## src/rtl/rggen_bit_field_rwlk.sv

```systemverilog
// Multi-channel lockable read-write bit field with a two-key unlock sequencer.
// Optional auto-relock idle timer is compiled in with RGGEN_RWLK_TIMEOUT_EN.
module rggen_bit_field_rwlk #(
    parameter int                          WIDTH         = 8,
    parameter int                          CHANNELS      = 2,
    parameter logic [CHANNELS*WIDTH-1:0]   INITIAL_VALUE = '0,
    parameter logic [WIDTH-1:0]            KEY0          = WIDTH'(8'hA5),
    parameter logic [WIDTH-1:0]            KEY1          = WIDTH'(8'h5A),
    parameter int                          TIMEOUT       = 16
) (
    input  logic                        i_clk,
    input  logic                        i_rst,
    input  logic                        i_bit_field_valid,
    input  logic [CHANNELS*WIDTH-1:0]   i_bit_field_read_mask,
    input  logic [CHANNELS*WIDTH-1:0]   i_bit_field_write_mask,
    input  logic [CHANNELS*WIDTH-1:0]   i_bit_field_write_data,
    output logic [CHANNELS*WIDTH-1:0]   o_bit_field_read_data,
    output logic [CHANNELS*WIDTH-1:0]   o_bit_field_value,
    input  logic                        i_key_valid,
    input  logic [WIDTH-1:0]            i_key_data,
    input  logic                        i_lock,
    output logic                        o_locked,
    output logic [1:0]                  o_state,
    output logic [CHANNELS*WIDTH-1:0]   o_value
);

    typedef enum logic [1:0] {
        LOCKED = 2'd0,
        ARMED  = 2'd1,
        OPEN   = 2'd2
    } state_e;

    state_e                      state_q, state_d;
    logic [CHANNELS*WIDTH-1:0]   value_q, value_d;
    logic                        writeAccept;
    logic                        timerExpired;
    logic                        unusedReadMask;

    // The read mask is part of the bus contract but has no effect on this field.
    assign unusedReadMask = ^i_bit_field_read_mask;

    // Writes qualify on the pre-edge state; a force-lock in the same cycle wins.
    assign writeAccept = i_bit_field_valid && (|i_bit_field_write_mask) &&
                         (state_q == OPEN) && !i_lock;

    always_ff @(posedge i_clk) begin
        if (i_rst) begin
            state_q <= LOCKED;
            value_q <= INITIAL_VALUE;
        end else begin
            state_q <= state_d;
            value_q <= value_d;
        end
    end

    always_comb begin
        state_d = state_q;
        if (i_lock) begin
            state_d = LOCKED;
        end else begin
            case (state_q)
                LOCKED: begin
                    if (i_key_valid && (i_key_data == KEY0)) begin
                        state_d = ARMED;
                    end
                end
                ARMED: begin
                    if (i_key_valid) begin
                        if (i_key_data == KEY1) begin
                            state_d = OPEN;
                        end else begin
                            state_d = LOCKED;
                        end
                    end
                end
                OPEN: begin
                    if (i_key_valid || timerExpired) begin
                        state_d = LOCKED;
                    end
                end
                default: state_d = LOCKED;
            endcase
        end
    end

    always_comb begin
        value_d = value_q;
        if (writeAccept) begin
            value_d = (i_bit_field_write_data & i_bit_field_write_mask) |
                      (value_q & ~i_bit_field_write_mask);
        end
    end

`ifdef RGGEN_RWLK_TIMEOUT_EN
    localparam int TIMER_WIDTH = $clog2(TIMEOUT + 1);

    logic [TIMER_WIDTH-1:0] timer_q, timer_d;

    // Reading 1 on an idle OPEN cycle means this is the last cycle of the window.
    assign timerExpired = (state_q == OPEN) && (timer_q == TIMER_WIDTH'(1)) && !writeAccept;

    always_comb begin
        timer_d = '0;
        if (state_d == OPEN) begin
            if ((state_q != OPEN) || writeAccept) begin
                timer_d = TIMER_WIDTH'(TIMEOUT);
            end else begin
                timer_d = timer_q - TIMER_WIDTH'(1);
            end
        end
    end

    always_ff @(posedge i_clk) begin
        if (i_rst) begin
            timer_q <= '0;
        end else begin
            timer_q <= timer_d;
        end
    end
`else
    localparam int unusedTimeout = TIMEOUT;

    assign timerExpired = 1'b0;
`endif

    always_comb begin
        o_locked              = (state_q != OPEN);
        o_state               = state_q;
        o_value               = value_q;
        o_bit_field_value     = value_q;
        o_bit_field_read_data = value_q;
    end

endmodule

```

## config.mk

```make
export PLATFORM = sky130hd
export DESIGN_NAME = rggen_bit_field_rwlk
export DESIGN_NICKNAME = d
export VERILOG_FILES = /design/src/rtl/rggen_bit_field_rwlk.sv
export SDC_FILE = /design/constraint.sdc
export NUM_CORES = 1
export LEC_CHECK = 0
export BUFFER_PORTS_ARGS = -buffer_cell sky130_fd_sc_hd__buf_4
export CAP_MARGIN = 25
export CORE_MARGIN = 1.5
export CORE_UTILIZATION = 35
export CTS_BUF_LIST = sky130_fd_sc_hd__clkbuf_16
export DETAILED_ROUTE_END_ITERATION = 12
export PLACE_DENSITY = 0.85
export SYNTH_ARGS = -nofsm -noshare
export SYNTH_HDL_FRONTEND = slang
export SYNTH_SLANG_ARGS = --single-unit
```

## constraint.sdc

```tcl
create_clock -name i_clk -period 1.3 [get_ports i_clk]
set_input_delay 0.065 -clock i_clk [delete_from_list [all_inputs] [get_ports i_clk]]
set_output_delay 0.065 -clock i_clk [all_outputs]
set_load 0.02 [all_outputs]
```

==> qor.txt <==
Tightest Hold Check Type = input pin to flop
hpwl dp = 2.10 mm
hold path cells = 2
die height = 59.3 microns
Starting Density = 0.366
#FFs+latches synth = 18
grt total ovfl = 0
Clk pwr share = 0.465
commonest non-fill, non-tap cell in the layout = buf_4
Rel. slew slack = 0.633
post-route total power = 1.30 mW
CP Class = flop to flop
Max Slew Vio Count = 0
RSZ-0062 raised after global routing = true
Die Area = 3510 sq um
Core Rows = 20
worst-margin pin slew = 0.550 ns
final period utilization = 0.981
Final setup viols = 0
most frequent cells in the layout = 100 x buf_4, 17 x nand2b_1, 16 x a41o_1, 16 x dfxtp_1, 15 x a21oi_1
met3 routed WL = 207 microns
number of antenna diodes = 0
Ports = 112
endpoints failing hold = 0
Top Metal Used = met3
Fillers = 267
DR vias = 1105
synth top area cells = dfxtp_1 33%, buf_4 23%, a41o_1 14%, nand2b_1 9.6%, a21oi_1 7.2%
synthesized area per cell = 9.32 sq um
Worst setup EP type = flop
DRT Wirelength = 2.82 mm
leading area contributor after synthesis = dfxtp_1
internal power = 1.06 mW
clock buffer depth = 2
fin cells = 231
P per Cell Area = 732 nW/um^2
power share of the sequential group = 0.424
Crit Path Max Fanout = 11
Starting DRT DRC Count = 25
Synth top area share = 0.325
initial antenna violation count = 0
Max Cap Viol = 0
Cell variety after synth = 18
Setup Skew = 0.00468 ns
area of the core = 3030 sq um
Max Fclk = 784 MHz
CTS tree = built
first-pass GRT wire length = 4.05 mm
Worst R2R Start = o_state[0]
final worst slack = 0.0252 ns
Endpoint, Worst Hold = o_state[1]
LEAKAGE = 0.995 nW
WL per Instance = 12.2 microns
RePlAce Congestion = 0.796
Placed Area = 1650 sq um
Cell Area, Synth = 1110 sq um
Peak VDD IR = 0.448 mV
vias in the first global route = 978
Die Wd = 59.3 microns
placed instance count = 223
DRC violations left = 0
Reg clk slew, reported paths = 0.05 ns
H-tree lvl count = 1
Reg2Reg Depth = 5
sw power = 0.245 mW
fin area = 1780 sq um
clock root cell = clkbuf_16
Post-Syn Nets = 180
area grow syn2layout = 60.6%
met2 wire length = 1.49 mm
setup slack, reg-to-reg = 0.03 ns
switching share of power = 0.188
Num CTS Buffers = 3
power share of the combinational group = 0.111
Hold Slack = 0.0263 ns
Final Critical Period = 1.27 ns
crit start category = flop
WP data required = 1.43 ns
Via density = 4.78
cells after synthesis = 119
met1 WL = 1.12 mm
# port buffers = 95
Overall Global Routing Usage = 0.146
clk_lat worst skew = 0.24 ns
final net count = 249
Synth Warn # = 0
clock sinks = 18
Worst Path Arrival = 1.41 ns
Final ANT Viol Nets = 0
hold path startpoint = i_key_valid
status = finished, final reports clean
largest net degree at the start of global routing = 23
ratio of cells with drive above 1 in the final layout = 0.599
Detailed Routing Iterations Pass 1 = 3
pre-CTS setup slack = 0.00319 ns
share of synthesized area occupied by flip-flops and latches = 0.325
==> layout make-up <==
| class | instances | area [sq um] | share of cell area |
|---|---|---|---|
| clock buffers | 3 | 75.1 | 0.0422 |
| clock inverters | 1 | 3.75 | 0.00211 |
| inverters | 1 | 3.75 | 0.00211 |
| multi-input cells | 61 | 473 | 0.266 |
| flip-flops and latches | 18 | 363 | 0.204 |
| well taps | 44 | 55.1 | 0.0309 |
| repair buffers | 103 | 807 | 0.453 |
==> synthesized netlist by cell type <==
cell       count
buf_4         34
dfxtp_1       18
nand2b_1      17
a21oi_1       16
a41o_1        16
nor4bb_1       3
and4bb_2       2
buf_6          2
clkbuf_1       2
a2111oi_0      1
and3b_1        1
clkbuf_2       1
inv_1          1
nand4_1        1
nand4b_1       1
nor2_1         1
o41ai_1        1
or2b_1         1
==> layer usage <==
metal / up-vias / track usage
li1: 544 / -
met1: 509 / 0.163
met2: 52 / 0.290
met3: 0 / 0.0153
met4: 0 / 0.0260
met5: - / 0
==> critical path, cell delays in order, from the launching register on <==
cell and delay, ns:
dfxtp_2 0.33, nor4bb_4 0.27, buf_4 0.17, buf_12 0.12
a21oi_1 0.07, a41o_1 0.20
==> per-stage QoR <==
| stage | util | setup TNS (ns) |
|---|---|---|
| 2_1_floorplan | - | 0 |
| 3_3_place_gp | 0.543 | 0 |
| 3_5_place_dp | 0.543 | 0 |
| 4_1_cts | 0.571 | 0 |
| 5_1_grt | 0.588 | -0.459 |
| 6_report | 0.588 | 0 |
==> worst max-delay path by stage <==
stage	end	cells after the start	slack, ns	from
5_1_grt	flop	5	-0.05	o_state[0]
3_3_place_gp	flop	4	0.02	o_state[0]
6_report	flop	5	0.03	o_state[0]
3_5_place_dp	flop	4	0.003	o_state[0]
4_1_cts	flop	4	0.0006	o_state[0]
2_1_floorplan	flop	5	0.01	o_state[0]
==> kinds of logic (layout without fill, tap and decap cells) <==
group / count (synthesis) / after routing / synth area share
and+or+nand+nor: 27 / 27 / 0.177
buffers and inverters: 40 / 108 / 0.265
DFF: 18 / 18 / 0.325
AOI/OAI and AO/OA: 34 / 34 / 0.233
==> timing repair <==
item | 4_1_cts | 5_1_grt
pin swaps | 0 | 1
hold buffers | 0 | 0
buffers inserted | 0 | 3
setup endpoints to repair | 4 | 16
cloned | 0 | 1
resized for setup | 1 | 2
==> power by group through the flow <==
stage	clock [mW]	combinational (mW)	sequential, mW
floorplan	0	0.0273	0.564
detailed placement	0	0.146	0.564
finish	0.606	0.145	0.552
global placement	0	0.143	0.564
global route	0.669	0.155	0.551
CTS	0.628	0.145	0.552
Power figures use the tool's default switching activity.
